==> src/rtl/adder_word_loader.sv <==
// adder_word_loader: front-end loader for the 16-operand adder.
// Accepts WIDTH-bit operands one per cycle over a valid/ready stream and
// packs them into a DEPTH-slot bank. The full bank is then presented in
// parallel, with a valid/ack handshake, to the adder's operand interface.
//
// Ports:
//   CLK         system clock, all logic on posedge
//   RST         synchronous active-high reset
//   IN_DATA     serial operand word
//   IN_VALID    IN_DATA valid
//   IN_READY    loader can accept a word this cycle
//   FLUSH       discard a partial fill (or release a held bank), restart at slot 0
//   WORDS       packed bank, slot k at [k*WIDTH +: WIDTH]
//   WORDS_VALID bank is complete and stable
//   WORDS_ACK   consumer has captured WORDS
//   COUNT       number of slots filled so far (0..DEPTH)
module adder_word_loader #(
  parameter int WIDTH = 25,
  parameter int DEPTH = 16,
  parameter int CW    = 5
) (
  input  logic                   CLK,
  input  logic                   RST,
  input  logic [WIDTH-1:0]       IN_DATA,
  input  logic                   IN_VALID,
  output logic                   IN_READY,
  input  logic                   FLUSH,
  output logic [WIDTH*DEPTH-1:0] WORDS,
  output logic                   WORDS_VALID,
  input  logic                   WORDS_ACK,
  output logic [CW-1:0]          COUNT
);

  localparam int IW = $clog2(DEPTH);

  typedef enum logic {FILL, HOLD} state_t;

  state_t           state, state_n;
  logic [CW-1:0]    count, count_n;
  logic [WIDTH-1:0] slots [DEPTH];
  logic             wr_en;

  always_ff @(posedge CLK) begin
    if (RST) begin
      state <= FILL;
      count <= '0;
      for (int unsigned i = 0; i < DEPTH; i++) slots[i] <= '0;
    end else begin
      state <= state_n;
      count <= count_n;
      // Only the slot addressed by the current fill count changes.
      if (wr_en) slots[count[IW-1:0]] <= IN_DATA;
    end
  end

  always_comb begin
    state_n     = state;
    count_n     = count;
    wr_en       = 1'b0;
    IN_READY    = 1'b0;
    WORDS_VALID = 1'b0;
    case (state)
      FILL: begin
        // Not ready while reset is being applied.
        IN_READY = ~RST;
        if (FLUSH) begin
          // Flush beats a simultaneous accept; that word is dropped.
          count_n = '0;
        end else if (IN_VALID && IN_READY) begin
          wr_en   = 1'b1;
          count_n = count + CW'(1);
          if (count == CW'(DEPTH - 1)) state_n = HOLD;
        end
      end
      HOLD: begin
        WORDS_VALID = 1'b1;
        if (WORDS_ACK || FLUSH) begin
          count_n = '0;
          state_n = FILL;
        end
      end
      default: state_n = FILL;
    endcase
  end

  always_comb begin
    WORDS = '0;
    for (int unsigned i = 0; i < DEPTH; i++) WORDS[i*WIDTH +: WIDTH] = slots[i];
  end

  assign COUNT = count;

endmodule
==> config.mk <==
export PLATFORM = sky130hd
export DESIGN_NAME = adder_word_loader
export DESIGN_NICKNAME = d
export VERILOG_FILES = /design/src/rtl/adder_word_loader.sv
export SDC_FILE = /design/constraint.sdc
export NUM_CORES = 1
export LEC_CHECK = 0
export BUFFER_PORTS_ARGS = -buffer_cell sky130_fd_sc_hd__buf_2
export CELL_PAD_IN_SITES_DETAIL_PLACEMENT = 1
export CELL_PAD_IN_SITES_GLOBAL_PLACEMENT = 1
export CORE_ASPECT_RATIO = 1.75
export CORE_MARGIN = 2
export CORE_UTILIZATION = 29
export DETAILED_ROUTE_END_ITERATION = 12
export MAX_ROUTING_LAYER = met4
export PLACE_DENSITY_LB_ADDON = 0.1
export RECOVER_POWER = 25
export REMOVE_ABC_BUFFERS = 1
export SLEW_MARGIN = 20
export SYNTH_ARGS = -nofsm -noshare
export SYNTH_HDL_FRONTEND = slang
export SYNTH_SLANG_ARGS = --single-unit
export TNS_END_PERCENT = 10
==> constraint.sdc <==
create_clock -name CLK -period 9.2 [get_ports CLK]
set_input_delay 1.84 -clock CLK [delete_from_list [all_inputs] [get_ports CLK]]
set_output_delay 1.84 -clock CLK [all_outputs]
set_load 0.1 [all_outputs]
==> results of run 1 <==
## state kept, by name (all words and copies together) (netlist names)
signal / flops
slots: 400
COUNT: 5
state: 1
## tightest hold or removal path, cell delays in order, from the launching register on
cell and delay (ps):
dfxtp_1 350, a32oi_1 100, nor2_1 70
## area by class of cell
cell class | instances | area (um^2) | share of cell area
flip-flops and latches | 406 | 12100 | 0.651
inverters | 5 | 18.8 | 0.00101
multi-input cells | 559 | 2340 | 0.126
well taps | 666 | 833 | 0.0447
clock inverters | 13 | 87.6 | 0.00470
clock buffers | 54 | 1090 | 0.0588
repair buffers | 451 | 2110 | 0.114
## layer usage
layer,share of wire,up-vias,GRT usage
li1,-,4386,-
met1,0.38,4889,0.226
met2,0.52,369,0.356
met3,0.059,86,0.0379
met4,0.039,0,0.0793
met5,0,-,-
## per-stage QoR
step | hold WS [ps] | instance area [um^2]
after floorplan | 932 | 14400
after global placement | 553 | 17700
after detailed placement | 550 | 17700
after CTS | 564 | 18900
after global routing | 621 | 18600
final | 550 | 18600
## placed cells by master (no fill, tap or decap), types with 2 or more instances in the layout
master	n
clkbuf_16	41
a21o_2	3
ha_1	5
nand2_1	108
nor2_1	404
edfxtp_1	400
nor2b_4	2
dfxtp_1	6
clkbuf_1	169
and2_1	4
o21ai_4	4
nand2b_1	2
inv_1	5
clkbuf_8	2
a21oi_1	4
a32oi_1	2
clkinv_1	5
buf_4	13
buf_2	279
a21o_1	9
mux2i_1	2
clkinv_2	6
## final timing paths
| check | start | to | slack [ps] | cells past startpoint |
|---|---|---|---|---|
| setup reg to reg | state | slots[13][3] | 4770 | 4 |
| hold reg to reg | COUNT[4] | COUNT[4] | 550 | 2 |
| setup / recovery | RST | slots[13][3] | 3380 | 5 |
| hold / removal | COUNT[4] | COUNT[4] | 550 | 2 |
## report_power, final
part | total, W | internal [W] | switching [W]
sequential | 0.00211 | 0.00209 | 0.0000230
combinational | 0.000670 | 0.0000515 | 0.000618
clock | 0.00155 | 0.000859 | 0.000692
## cells by family after synthesis
| logic type | synth area share |
|---|---|
| simple gates | 0.136 |
| fa+ha+maj | 0.00420 |
| flops | 0.815 |
| buf+inv | 0.0322 |
| compound gates | 0.0109 |
| mux | 0.00210 |
==> results_dict.tcl, run 1 <==
set metrics [dict create \
    drc 0 \
    layout.cells.non_filler 2154 \
    synth_top_cell_area_share 0.807 \
    diodes 0 \
    die_height_um 304 \
    grt_start_max_net_pins 82 \
    cts_buffer_depth 3 \
    endpoint_kind "register" \
    place_inst 2087 \
    pre_cts_slack_ps 4670 \
    vias 9730 \
    synthTopCellsByArea "edfxtp_1 (81%), nor2_1 (10%), nand2_1 (2.7%)" \
    cp.arrival_ps 5980 \
    slew_headroom -0.560 \
    synth_edf_count 400 \
    worstPathCellList "clkbuf_1 > nor4b_1 > clkbuf_1 > nand2_1 > o21ai_4" \
    max_cap_violations 3 \
    synth_area_per_cell_um2 14.5 \
    ir_drop_mv 0.158 \
    grt_pass1_vias 10378 \
    clk_pin_slew_worst_paths_ps 60 \
    drive_gt1_frac 0.240 \
    drtAntennaViolNets 0 \
    fin_ws_ps 3380 \
    htree_levels 2 \
    detail_route.vias_per_cell 4.52 \
    ctsHoldBuffers 0 \
    period_needed_ps 5820 \
    ios 437 \
    p_per_area_nw_per_um2 233 \
    drt_iter0_markers 590 \
    skew_ps 12.5 \
    ys_seq_area_frac 0.815 \
    path_max_fanout 52 \
    numCtsBuffers 39 \
    port-buffer-count 436 \
    cp.required_ps 9360 \
    slowest_delay_ps 1500 \
    netlist_top_cells_count "nor2_1 (405), edfxtp_1 (400), nand2_1 (108), buf_6 (30), clkbuf_1 (19)" \
    synth-warning-count 0 \
    synth_seq_cells 406 \
    start_util 0.294 \
    fin_nets 1497 \
    clk-insertion-delay-late_ps 530 \
    nFillCells 5585 \
    utilization 0.368 \
    cts.repair.resized 0 \
    grt_pass1_wl_um 75300 \
    cp-start-kind "input pin" \
    synth_top_cell_by_area "edfxtp_1" \
    async_flop_share 0 \
    dr.pass1.iters 4 \
    p_total_w 0.00434 \
    holdCritPathClass "reg2reg" \
    antenna_found_initial 0 \
    violations "max-capacitance violations, max-slew violations" \
    core_area_um2 50600 \
    clkSinkCount 406 \
    drv_slew 132 \
    synthMostInstantiatedCell "nor2_1" \
    clockRootBuffer "clkbuf_16" \
    grt_usage 0.203 \
    setup-violations-final 0 \
    wl_per_cell_um 24.9 \
    cts_setup_buffers 0 \
    synth_area_um2 14900 \
    cts_tree "built" \
    synth_flop_cell "edfxtp_1" \
    crit_family "simple AND/OR/NAND/NOR gates" \
    gp_congestion 0.818 \
    synth_cell_type_count 27 \
    hold_viol 0 \
    critical_path_class "in2reg" \
    routed_wl_um 53500 \
    status "finished, violations left" \
    overflow 0 \
    area_growth_pct 25.1 \
    cp_common_cell "clkbuf_1" \
    fin_setup_tns_ps 0 \
    hpwl_um 36900 \
    fin_crit_sh 0.633 \
    dieArea_um2 53200 \
    power_leakage_nw 6.88 \
    dieWidth_um 175 \
    rsz0062_at_grt "no" \
    syn_inst 1029 \
    tightest_slew_ps 2330 \
    crit_buf_inv 2 \
    crit_slowest_cell "o21ai_4" \
    fmax_mhz 172 \
    fp-row-count 109 \
]
Note: power is estimated with default switching activity, not from simulation.
==> run 2: changes to the inputs <==
==> constraint.sdc (replaced) <==
create_clock -name CLK -period 4.8 [get_ports CLK]
set_input_delay 0.96 -clock CLK [delete_from_list [all_inputs] [get_ports CLK]]
set_output_delay 0.96 -clock CLK [all_outputs]
set_load 0.1 [all_outputs]
==> results_dict.tcl, run 2 (synthesis gave the netlist of run 1 again) <==
set metrics [dict create \
    fin_crit_sh 0.732 \
    drt_iter0_markers 649 \
    grt_usage 0.203 \
    numCtsBuffers 40 \
    core_area_um2 50600 \
    port-buffer-count 436 \
    cp.arrival_ps 3760 \
    clockRootBuffer "clkbuf_16" \
    clk_pin_slew_worst_paths_ps 70 \
    cts_setup_buffers 0 \
    largest_reg_flops 400 \
    power_leakage_nw 6.87 \
    path_max_fanout 27 \
    grt_pass1_wl_um 75500 \
    crit_buf_inv 3 \
    setup-violations-final 0 \
    routed_wl_um 53400 \
    final_cell_mix "nor2_1 (404), edfxtp_1 (400), buf_2 (249), clkbuf_1 (194), nand2_1 (104)" \
    area_growth_pct 25.7 \
    cp-start-kind "input pin" \
    p_per_area_nw_per_um2 445 \
    clkSinkCount 406 \
    drtAntennaViolNets 0 \
    vias 9737 \
    dr.pass1.iters 5 \
    utilization 0.370 \
    wl_per_cell_um 24.7 \
    drive_gt1_frac 0.225 \
    final_common_cell "nor2_1" \
    grt_pass1_vias 10402 \
    die_height_um 304 \
    slowest_delay_ps 720 \
    holdCritPathClass "reg2reg" \
    overflow 0 \
    cts_tree "built" \
    crit_slowest_cell "o21ai_4" \
    grt_start_max_net_pins 81 \
    max_cap_violations 0 \
    drc 0 \
    hold_viol 0 \
    gp_congestion 0.791 \
    hold_depth 2 \
    dieArea_um2 53200 \
    cp_common_cell "clkbuf_1" \
    fp-row-count 109 \
    p_total_w 0.00832 \
    cts.repair.resized 0 \
    status "complete, no violations" \
    slew_headroom 0.122 \
    start_util 0.294 \
    ir_drop_mv 0.239 \
    reg2reg_depth 5 \
    rsz0062_at_grt "no" \
    cts_buffer_depth 3 \
    regMostFlops "slots" \
    regArea_um2 12100 \
    antenna_found_initial 1 \
    fin_nets 1503 \
    multi_input_area_um2 2370 \
    ios 437 \
    crit_family "buffers and inverters" \
    htree_levels 2 \
    crit_cells 6 \
    fmax_mhz 285 \
    ctsHoldBuffers 0 \
    critical_path_class "in2reg" \
    tightest_slew_ps 1320 \
    nFillCells 5497 \
    dieWidth_um 175 \
    detail_route.vias_per_cell 4.50 \
    clk-insertion-delay-late_ps 540 \
    stdcell_area_um2 18700 \
    drv_slew 0 \
    period_needed_ps 3510 \
    worstPathCellList "clkbuf_1 > nor4b_1 > clkbuf_1 > nand2_4 > o21ai_4 > buf_16" \
    endpoint_kind "register" \
    hpwl_um 37000 \
    cp.required_ps 5050 \
    skew_ps 13.7 \
    post_dp_cell_area_um2 17700 \
]
## run 2: cell count changes in the layout (fill, tap and decap cells not counted), sizes merged
cell,change
buf,-25
diode,+1
inv,+1
clkbuf,+23
clkinv,+6
clkinvlp,+2
## run 2: final timing paths
check / from / end / slack, ps
worst min register to register: COUNT[4] / COUNT[4] / 600
worst min-delay path: COUNT[4] / COUNT[4] / 600
worst max-delay path: RST / slots[12][8] / 1290
worst max register to register: state / slots[12][8] / 1790
## run 2: final cells by class
type                            count  area share
Sequential cell                   406       0.648
Multi-Input combinational cell    559       0.127
Timing Repair Buffer              456       0.116
Clock buffer                       47      0.0560
Tap cell                          666      0.0445
Clock inverter                     22     0.00715
Inverter                            5     0.00100
Antenna cell                        1    0.000134
## run 2: power breakdown
part / leakage, nW / internal [W] / switching (W)
combinational: 2.11 / 0.000102 / 0.00119
clock: 0.577 / 0.00161 / 0.00137
sequential: 4.18 / 0.00401 / 0.0000443
## run 2: tightest hold or removal path: stages, from the launching register on
cell     delay (ps)
dfxtp_1         360
a32oi_1         110
nor2_1          100
## run 2: through the flow
step / hold slack [ps] / worst slack, ps / cells / TNS [ps]
after floorplan: 932 / -980 / 970 / -97870
after global placement: 547 / 1310 / 2088 / 0
after detailed placement: 583 / 1320 / 2089 / 0
after CTS: 596 / 1870 / 2158 / 0
after global routing: 617 / 1000 / 2162 / 0
final: 604 / 1290 / 2162 / 0
## run 2: per-layer routing
layer / vias up / GRT usage / share of wire
li1: 4409 / - / -
met1: 4914 / 0.228 / 0.39
met2: 329 / 0.358 / 0.52
met3: 85 / 0.0395 / 0.056
met4: 0 / 0.0734 / 0.037
met5: - / - / 0
==> run 3: changes to the inputs <==
==> constraint.sdc (replaced) <==
create_clock -name CLK -period 3.3 [get_ports CLK]
set_input_delay 0.66 -clock CLK [delete_from_list [all_inputs] [get_ports CLK]]
set_output_delay 0.66 -clock CLK [all_outputs]
set_load 0.1 [all_outputs]
==> results_dict.tcl, run 3 (synthesis gave the netlist of run 1 again) <==
set metrics [dict create \
    hpwl_um 36100 \
    dr.pass1.iters 5 \
    start_util 0.294 \
    overflow 0 \
    status "finished, violations left" \
    drtAntennaViolNets 0 \
    drv_slew 403 \
    clk-insertion-delay-late_ps 540 \
    final_common_cell "nor2_1" \
    grt_start_max_net_pins 101 \
    vias 9821 \
    ir_drop_mv 0.396 \
    drt_iter0_markers 537 \
    dieArea_um2 53200 \
    grt_pass1_vias 10556 \
    p_per_area_nw_per_um2 648 \
    worstPathCellList "buf_2 > nor4b_1 > buf_4 > nand2_4 > clkbuf_4 > nor2_1" \
    gp_congestion 0.834 \
    cp.arrival_ps 2900 \
    ctsHoldBuffers 0 \
    tightest_slew_ps 1590 \
    comb_power_share 0.154 \
    grt_usage 0.203 \
    fmax_mhz 370 \
    clk_pin_slew_worst_paths_ps 60 \
    path_max_fanout 100 \
    antenna_found_initial 2 \
    cp-start-kind "input pin" \
    critical_path_class "in2reg" \
    power_leakage_nw 7.30 \
    final_cell_mix "nor2_1 (404), edfxtp_1 (400), buf_2 (370), nand2_1 (105), clkbuf_1 (73)" \
    cp.required_ps 3500 \
    detail_route.vias_per_cell 4.52 \
    largest_reg_flops 400 \
    numCtsBuffers 40 \
    nFillCells 5503 \
    core_area_um2 50600 \
    ios 437 \
    die_height_um 304 \
    fin_setup_tns_ps 0 \
    clkSinkCount 406 \
    netSwitchingPower_w 0.00375 \
    routed_wl_um 53600 \
    p_total_w 0.0122 \
    htree_levels 2 \
    place_inst 2099 \
    layout.cells.non_filler 2171 \
    fin_nets 1510 \
    holdCritPathClass "in2reg" \
    wl_per_cell_um 24.7 \
    drc 0 \
    area_growth_pct 27.0 \
    endpoint_kind "register" \
    cts_setup_buffers 0 \
    post_dp_cell_area_um2 17800 \
    cts.repair.resized 0 \
    setup-violations-final 0 \
    hold_viol 0 \
    slowest_delay_ps 1060 \
    skew_ps 19.6 \
    rsz0062_at_grt "no" \
    violations "max-capacitance violations, max-slew violations" \
    fin_crit_sh 0.819 \
    regMostFlops "slots" \
    grt_pass1_wl_um 75600 \
    period_needed_ps 2700 \
    drive_gt1_frac 0.312 \
    p_clk_frac 0.364 \
    crit_family "buffers and inverters" \
    port-buffer-count 436 \
    slew_headroom -0.0575 \
    crit_slowest_cell "clkbuf_4" \
    crit_buf_inv 3 \
    utilization 0.374 \
    clockRootBuffer "clkbuf_16" \
    fp-row-count 109 \
    swShare 0.306 \
    sequentialPowerShare 0.482 \
    internal_power_w 0.00850 \
    stdcell_area_um2 18900 \
    cts_buffer_depth 3 \
    cts_tree "built" \
    dieWidth_um 175 \
    max_cap_violations 3 \
]
run 3: cell count changes in the layout (fill, tap and decap cells not counted), moves of 2 or more:
cell / change
inv_6: -2
buf_2: +121
buf_16: -4
bufinv_16: +2
clkinv_2: +3
clkbuf_1: -121
buf_4: +7
clkinv_1: -4
clkbuf_4: +4
run 3: routing by layer:
layer	wire, um	vias to the layer above	global-route usage
met5	0	-	-
met3	3650	108	0.0418
met4	2800	0	0.0965
met2	26800	394	0.344
li1	-	4416	-
met1	20300	4903	0.228
run 3: final cells by class:
cell class                 count  area, um^2  area share
clock buffer                  48        1050      0.0557
inverter                       5        18.8    0.000993
timing repair buffer         463        2310       0.122
multi-input combinational    559        2370       0.125
clock inverter                22         185     0.00979
tap                          666         833      0.0441
sequential                   406       12100       0.642
antenna                        2        5.00    0.000265
run 3: stage by stage:
stage	hold slack, ps	setup slack (ps)
final	328	599
after global routing	308	424
after CTS	301	874
after detailed placement	553	651
after global placement	542	665
after floorplan	732	-2350
run 3: power by group through the flow:
stage / clock, W / sequential (W) / combinational [W]
after floorplan: 0 / 0.00737 / 0.000128
after global placement: 0 / 0.00601 / 0.00192
after detailed placement: 0 / 0.00601 / 0.00192
after CTS: 0.00460 / 0.00590 / 0.00192
after global routing: 0.00476 / 0.00591 / 0.00193
final: 0.00446 / 0.00590 / 0.00189
run 3: final timing paths:
check | from | to | slack [ps] | cells after the start
setup / recovery | RST | slots[3][22] | 600 | 6
setup reg to reg | state | slots[3][22] | 610 | 5
hold / removal | FLUSH | state | 330 | 2
hold reg to reg | COUNT[4] | COUNT[4] | 560 | 2
run 3: worst reg2reg max path, stage by stage, from the launching register on:
cell and delay (ps):
dfxtp_1 480, nor4b_1 100, buf_4 210, nand2_4 100, clkbuf_4 1060, nor2_1 410
